[src/rtl/tbuf_bus_arbiter.sv]
// Round-robin arbiter driving the EN pins of N tristate buffers on one shared bus.
// Define TBUF_ARB_BURST_LIMIT_EN to cap each ownership at MAX_BURST granted cycles.
module tbuf_bus_arbiter #(
  parameter int N         = 4,
  parameter int MAX_BURST = 8,
  parameter int TURN_CYC  = 1
) (
  input  logic                 CLK,
  input  logic                 RST,
  input  logic [N-1:0]         REQ,
  output logic [N-1:0]         GNT,
  output logic [$clog2(N)-1:0] OWNER,
  output logic                 BUSY,
  output logic                 TURN
);

  localparam int OW = $clog2(N);
  localparam int TW = 4;

  if (N < 2 || N > 16 || MAX_BURST < 2 || MAX_BURST > 255 ||
      TURN_CYC < 1 || TURN_CYC > 15) begin : g_param_range
    $error("tbuf_bus_arbiter: parameter out of range");
  end

  typedef enum logic [1:0] {IDLE, GRANT, TURNAROUND} state_t;

  state_t          state_q, state_d;
  logic [N-1:0]    gnt_q, gnt_d;
  logic [OW-1:0]   owner_q, owner_d;
  logic [TW-1:0]   tcnt_q, tcnt_d;
  logic            busy_q, turn_q;
  logic [OW:0]     pick;
  logic            grant_exit;

  // Nearest set request after `last`, wrapping; the final overwrite is the closest one.
  function automatic logic [OW:0] rr_pick(input logic [N-1:0] req, input logic [OW-1:0] last);
    logic [OW:0] r;
    int          j;
    r = '0;
    for (int i = N; i >= 1; i--) begin
      j = (int'(last) + i) % N;
      if (req[OW'(j)]) r = {1'b1, OW'(j)};
    end
    return r;
  endfunction

`ifdef TBUF_ARB_BURST_LIMIT_EN
  localparam int BW = $clog2(MAX_BURST);
  logic [BW-1:0] cnt_q, cnt_d;
  logic          burst_done;
  assign burst_done = (cnt_q == BW'(MAX_BURST - 1));
`endif

  always_comb begin
    state_d    = state_q;
    gnt_d      = gnt_q;
    owner_d    = owner_q;
    tcnt_d     = tcnt_q;
    pick       = rr_pick(REQ, owner_q);
    grant_exit = !REQ[owner_q];
`ifdef TBUF_ARB_BURST_LIMIT_EN
    cnt_d      = cnt_q;
    grant_exit = grant_exit || burst_done;
`endif
    case (state_q)
      IDLE: begin
        if (pick[OW]) begin
          state_d              = GRANT;
          owner_d              = pick[OW-1:0];
          gnt_d                = '0;
          gnt_d[pick[OW-1:0]]  = 1'b1;
`ifdef TBUF_ARB_BURST_LIMIT_EN
          cnt_d                = '0;
`endif
        end
      end
      GRANT: begin
        if (grant_exit) begin
          state_d = TURNAROUND;
          gnt_d   = '0;
          tcnt_d  = '0;
`ifdef TBUF_ARB_BURST_LIMIT_EN
          cnt_d   = '0;
        end else begin
          cnt_d   = cnt_q + BW'(1);
`endif
        end
      end
      TURNAROUND: begin
        // Length is fixed; REQ only matters at the final decision edge.
        if (tcnt_q == TW'(TURN_CYC - 1)) begin
          tcnt_d = '0;
          if (pick[OW]) begin
            state_d             = GRANT;
            owner_d             = pick[OW-1:0];
            gnt_d               = '0;
            gnt_d[pick[OW-1:0]] = 1'b1;
`ifdef TBUF_ARB_BURST_LIMIT_EN
            cnt_d               = '0;
`endif
          end else begin
            state_d = IDLE;
          end
        end else begin
          tcnt_d = tcnt_q + TW'(1);
        end
      end
      default: begin
        state_d = IDLE;
        gnt_d   = '0;
      end
    endcase
  end

  always_ff @(posedge CLK) begin
    if (RST) begin
      state_q <= IDLE;
      gnt_q   <= '0;
      owner_q <= OW'(N - 1);
      tcnt_q  <= '0;
      busy_q  <= 1'b0;
      turn_q  <= 1'b0;
`ifdef TBUF_ARB_BURST_LIMIT_EN
      cnt_q   <= '0;
`endif
    end else begin
      state_q <= state_d;
      gnt_q   <= gnt_d;
      owner_q <= owner_d;
      tcnt_q  <= tcnt_d;
      busy_q  <= |gnt_d;
      turn_q  <= (state_d == TURNAROUND);
`ifdef TBUF_ARB_BURST_LIMIT_EN
      cnt_q   <= cnt_d;
`endif
    end
  end

  assign GNT   = gnt_q;
  assign OWNER = owner_q;
  assign BUSY  = busy_q;
  assign TURN  = turn_q;

endmodule
[config.mk]
export PLATFORM = sky130hd
export DESIGN_NAME = tbuf_bus_arbiter
export DESIGN_NICKNAME = d
export VERILOG_FILES = /design/src/rtl/tbuf_bus_arbiter.sv
export SDC_FILE = /design/constraint.sdc
export NUM_CORES = 1
export LEC_CHECK = 0
export CORE_MARGIN = 2
export CORE_UTILIZATION = 35
export DETAILED_ROUTE_END_ITERATION = 8
export PLACE_DENSITY = 0.55
export RECOVER_POWER = 100
export REMOVE_ABC_BUFFERS = 1
export SLEW_MARGIN = 10
export SYNTH_ARGS = -nofsm -noshare
export SYNTH_HDL_FRONTEND = slang
export SYNTH_SLANG_ARGS = --single-unit
[constraint.sdc]
create_clock -name CLK -period 3.4 [get_ports CLK]
set_input_delay 0.51 -clock CLK [delete_from_list [all_inputs] [get_ports CLK]]
set_output_delay 0.51 -clock CLK [all_outputs]
set_load 0.01 [all_outputs]
==> results of run 1 <==
[worst max path at each step]
stage	startpoint	to	slack (ns)	depth (start not counted)
after floorplan	OWNER[0]	tcnt_q[2]	1.68	4
after global placement	REQ[1]	tcnt_q[0]	1.08	6
after detailed placement	REQ[3]	OWNER[0]	1.10	6
after CTS	REQ[3]	OWNER[0]	1.39	6
after global routing	tcnt_q[0]	BUSY	0.98	7
final	tcnt_q[0]	BUSY	1.25	7
[sequential cells by signal, summed over array words and instances, names as in the netlist]
name and flops:
state_q 2, TURN 1, BUSY 1, tcnt_q 4, OWNER 2, GNT 4
[stage by stage]
step / hold WS [ns] / std cells / util / setup slack [ns] / total power, mW
after floorplan: 0.480 / 91 / - / 1.68 / 0.268
after global placement: 0.462 / 132 / 0.433 / 1.08 / 0.316
after detailed placement: 0.461 / 132 / 0.433 / 1.10 / 0.316
after CTS: 0.476 / 136 / 0.449 / 1.39 / 0.436
after global routing: 0.502 / 136 / 0.440 / 0.979 / 0.449
final: 0.462 / 136 / 0.440 / 1.25 / 0.421
[cell usage in the layout (no fill, tap or decap), types with 2 or more instances in the layout]
cell type | Yosys | routed
nor2_1 | 12 | 12
or3_1 | 2 | 2
clkdlybuf4s50_1 | 0 | 4
and2b_1 | 2 | 2
a21oi_1 | 8 | 8
a21o_1 | 2 | 2
or3b_1 | 0 | 2
or2_2 | 2 | 2
nand3_1 | 3 | 3
inv_1 | 6 | 6
dlygate4sd3_1 | 0 | 9
nand2b_1 | 2 | 2
mux2i_1 | 2 | 2
nor2b_1 | 3 | 3
ha_1 | 2 | 2
o21ai_0 | 1 | 2
dfxtp_1 | 14 | 14
nor3_1 | 3 | 3
nand2_1 | 3 | 3
clkbuf_4 | 0 | 3
o22ai_1 | 2 | 2
[metal layers]
metal | vias up | GRT usage | wire length [µm] | part of all wire
li1 | 370 | - | - | -
met1 | 334 | 0.188 | 870 | 0.51
met2 | 14 | 0.244 | 762 | 0.45
met3 | 2 | 0.0537 | 49 | 0.029
met4 | 0 | 0.0385 | 14 | 0.0082
met5 | - | 0 | 0 | 0
[logic make-up after synthesis]
kind of cell / Yosys count / share of synthesized area
buf+inv: 11 / 0.0701
compound gates: 26 / 0.248
simple gates: 40 / 0.267
mux: 3 / 0.0507
flops: 14 / 0.334
fa+ha+maj: 2 / 0.0298
[worst max-delay path: stages (launching register included)]
cell and delay (ns):
dfxtp_1 0.36, inv_1 0.08, ha_1 0.15, or3b_1 0.42
a211oi_1 0.57, nor2b_1 0.24, a22oi_1 0.10, o21ai_0 0.16
[report_power, final]
group / internal, mW / total (mW) / switching, mW / leakage, nW
registers: 0.178 / 0.195 / 0.0174 / 0.115
logic: 0.0540 / 0.105 / 0.0514 / 0.249
clock network: 0.0651 / 0.120 / 0.0549 / 0.0210
[cell type report]
| type | count | area [µm²] | share of cell area |
|---|---|---|---|
| Clock buffer | 4 | 36.3 | 0.0369 |
| Inverter | 6 | 22.5 | 0.0229 |
| Multi-Input combinational cell | 71 | 478 | 0.487 |
| Sequential cell | 14 | 280 | 0.285 |
| Tap cell | 28 | 35.0 | 0.0357 |
| Timing Repair Buffer | 13 | 130 | 0.132 |
==> impl_metrics.ini, run 1 <==
[pwr]
leakage_nw = 0.385
peakVddDrop_mv = 0.197
p_per_area_nw_per_um2 = 428

[worst_setup_path]
cp-end-kind = flip-flop
cp-start-kind = flip-flop
arrival_ns = 2.36
rr_endpoint = BUSY
required_ns = 3.61
r2r_start = tcnt_q[0]
reg2reg_depth = 7
reg2reg_slack_ns = 1.25
crit_fanout = 6
crit_type = flip-flop to flip-flop

[logic_synthesis]
syn_avg_cell_area_um2 = 8.73
synth-seq-cells = 14
synth_area_leaders = dfxtp_1 33%, nor2_1 5.4%, a211oi_4 4.8%, a21oi_1 4.8%, ha_1 3.0%
synth-seq-area-share = 0.334
synth_ff_type = dfxtp_1
synth.most_common_cell = dfxtp_1
ys_types = 42
synth_edf_count = 0
synth_common_cells = 14 x dfxtp_1, 12 x nor2_1, 8 x a21oi_1
synth_top_cell_area_share = 0.334
yosys.area.top_type = dfxtp_1
async_flop_share = 0
synthCells = 96
synthesis.area_um2 = 838
yosys_warnings = 0

[grt]
antenna_found_initial = 0
grt_pass1_wl_um = 3090
grt.total_usage = 0.150
grt_pass1_vias = 729
grt_start_max_net_pins = 12
grt-ovfl-total = 0

[sta]
rsz0062_at_grt = false
achievable-frequency_ghz = 0.464
layout_min_cycle_time_ns = 2.15
skew_ns = 0.00229
relSlewSlack = 0.598
drv_slew = 0
fin_tns_setup_ns = 0
worst_pin_slew_ns = 0.600
setup_viol = 0
finalCritPeriodShare = 0.634
hold_viol_final = 0

[hold_path]
min_delay_worst_endpoint = GNT[1]
hold_depth = 2
hp-class = flip-flop to flip-flop
min-delay-start = GNT[1]

[layout]
layout-drive-gt1-share = 0.0926
fin_area_um2 = 982
syn2layout_area_growth_pct = 17.2
n_antenna_cell = 0
num-fill-cells = 237
fin_nets = 117

[route]
vias = 720
drtIter0Drc = 18
wl_per_cell_um = 12.5
routed_via_density = 5.29
first_pass_iters = 5
drc = 0
drt-total-wl_um = 1700
ant_nets = 0

[die]
initial_core_util = 0.375
rows = 17
die_h_um = 52.9
die-width_um = 52.9
dieArea_um2 = 2800
coreArea_um2 = 2230
io_pins = 14

[clocking]
cts_buffer_depth = 2
h-tree-depth = 1
cts_root_buffer = clkbuf_4
cts_resized = 0
cts.sinks = 14
hold_buffers = 0
path_clk_slew_ns = 0.09
numCtsBuffers = 3
cts_tree = done
post_cts_buffers = 0
clk-insertion-delay-late_ns = 0.28

[placement]
dpl-instance-area_um2 = 967
gp_congestion = 0.793
hpwl_um = 1300
port_buffers = 13

[job]
max_cap_violations = 0

[outcome]
outcome = complete, no violations
Note: power is estimated with default switching activity, not from simulation.
==> run 2, diff against run 1 <==
clock period = 2.1 ns   (was 3.4 ns; I/O delays follow)
==> impl_metrics.ini, run 2 (synthesis gave the netlist of run 1 again) <==
[sta]
setup_viol = 0
layout_min_cycle_time_ns = 1.92
rsz0062_at_grt = false
relSlewSlack = 0.689
worst_pin_slew_ns = 0.466
hold_viol_final = 0
achievable-frequency_ghz = 0.521
drv_slew = 0
skew_ns = 0.00545
finalCritPeriodShare = 0.914

[clocking]
cts_tree = done
numCtsBuffers = 3
hold_buffers = 0
post_cts_buffers = 0
path_clk_slew_ns = 0.09
cts_resized = 0
clk-insertion-delay-late_ns = 0.28
cts_root_buffer = clkbuf_4
h-tree-depth = 1
cts.sinks = 14
cts_buffer_depth = 2

[layout]
post-route-util = 0.477
mostFrequentLayoutCells = 14 x dfxtp_1, 12 x nor2_1, 8 x a21oi_1, 8 x dlygate4sd3_1, 8 x buf_4
n_antenna_cell = 0
final_common_cell = dfxtp_1
syn2layout_area_growth_pct = 27.0
layout-drive-gt1-share = 0.179
fin_nets = 126

[worst_setup_path]
required_ns = 2.27
crit_type = flip-flop to flip-flop
cp-start-kind = flip-flop
crit_fanout = 5
cp_slowest_cell = or3b_4
path_buf_inv = 2
cp-end-kind = flip-flop
path_cells = inv_1 -> ha_1 -> or3b_4 -> a211oi_4 -> clkbuf_1 -> nor2b_1 -> or3_1
arrival_ns = 2.09
critical_path.max_stage_delay_ns = 0.42
crit_family = simple AND/OR/NAND/NOR gates

[grt]
grt-ovfl-total = 0
met2_usage = 0.283
grt_util_met1 = 0.212
grt_pass1_wl_um = 3450
grt_pass1_vias = 778
antenna_found_initial = 0
grt.busiest_layer = met2
grt_start_max_net_pins = 11
grt_util_met3 = 0.0480
grt.total_usage = 0.170

[die]
initial_core_util = 0.375
die-width_um = 52.9
io_pins = 14
rows = 17
dieArea_um2 = 2800
die_h_um = 52.9
coreArea_um2 = 2230

[route]
drc = 0
drtIter0Drc = 14
first_pass_iters = 4
wl_per_cell_um = 13.1
ant_nets = 0
vias = 760
routed_via_density = 5.24
drt-total-wl_um = 1900

[job]
max_cap_violations = 0

[outcome]
outcome = complete, no violations

[placement]
gp_congestion = 0.817
port_buffers = 13
hpwl_um = 1500

[pwr]
p_per_area_nw_per_um2 = 670
peakVddDrop_mv = 0.434
power_mw = 0.713
leakage_nw = 0.425

[hold_path]
hp-class = flip-flop to flip-flop
-- run 2: cell type report --
class                           instances  area [µm²]
Sequential cell                        14         280
Fill cell                             213        1170
Tap cell                               28        35.0
Inverter                                6        22.5
Timing Repair Buffer                   22         194
Multi-Input combinational cell         71         497
Clock buffer                            4        36.3
-- run 2: through the flow --
stage,setup WS [ns],area [µm²],hold slack (ns),instances,TNS (ns)
6_report,0.180,1060,0.466,145,0
5_1_grt,0.0557,1060,0.514,145,0
4_1_cts,0.191,1070,0.475,145,0
3_5_place_dp,-0.00780,1030,0.462,141,-0.00904
3_3_place_gp,-0.00525,1030,0.454,141,-0.00525
2_1_floorplan,0.376,802,0.384,91,0
-- run 2: tightest hold or removal path, delay by kind of cell (launching register included) --
kind,cells,cell delay [ns]
compound gates,1,0.05
flops,1,0.32
buf+inv,1,0.05
-- run 2: metal layers --
layer  up-vias  wire length [µm]
li1        387                 -
met1       359               895
met2        12               927
met3         2                65
met4         0                14
met5         -                 0
-- run 2: power by group --
group	internal, mW	total, mW	switching, mW
Combinational	0.108	0.200	0.0925
Clock	0.106	0.194	0.0888
Sequential	0.288	0.319	0.0308
-- run 2: worst paths after layout --
check	cells after the start	end	start	slack, ns
max	7	OWNER[1]	tcnt_q[0]	0.18
min	2	GNT[1]	GNT[1]	0.47
max reg2reg	7	OWNER[1]	tcnt_q[0]	0.18
min reg2reg	2	GNT[1]	GNT[1]	0.47
==> run 3, diff against run 2 <==
TNS_END_PERCENT = 5   (was unset)
==> results of run 3 <==
The final DEF is identical to that of run 2; final timing and power are the same.
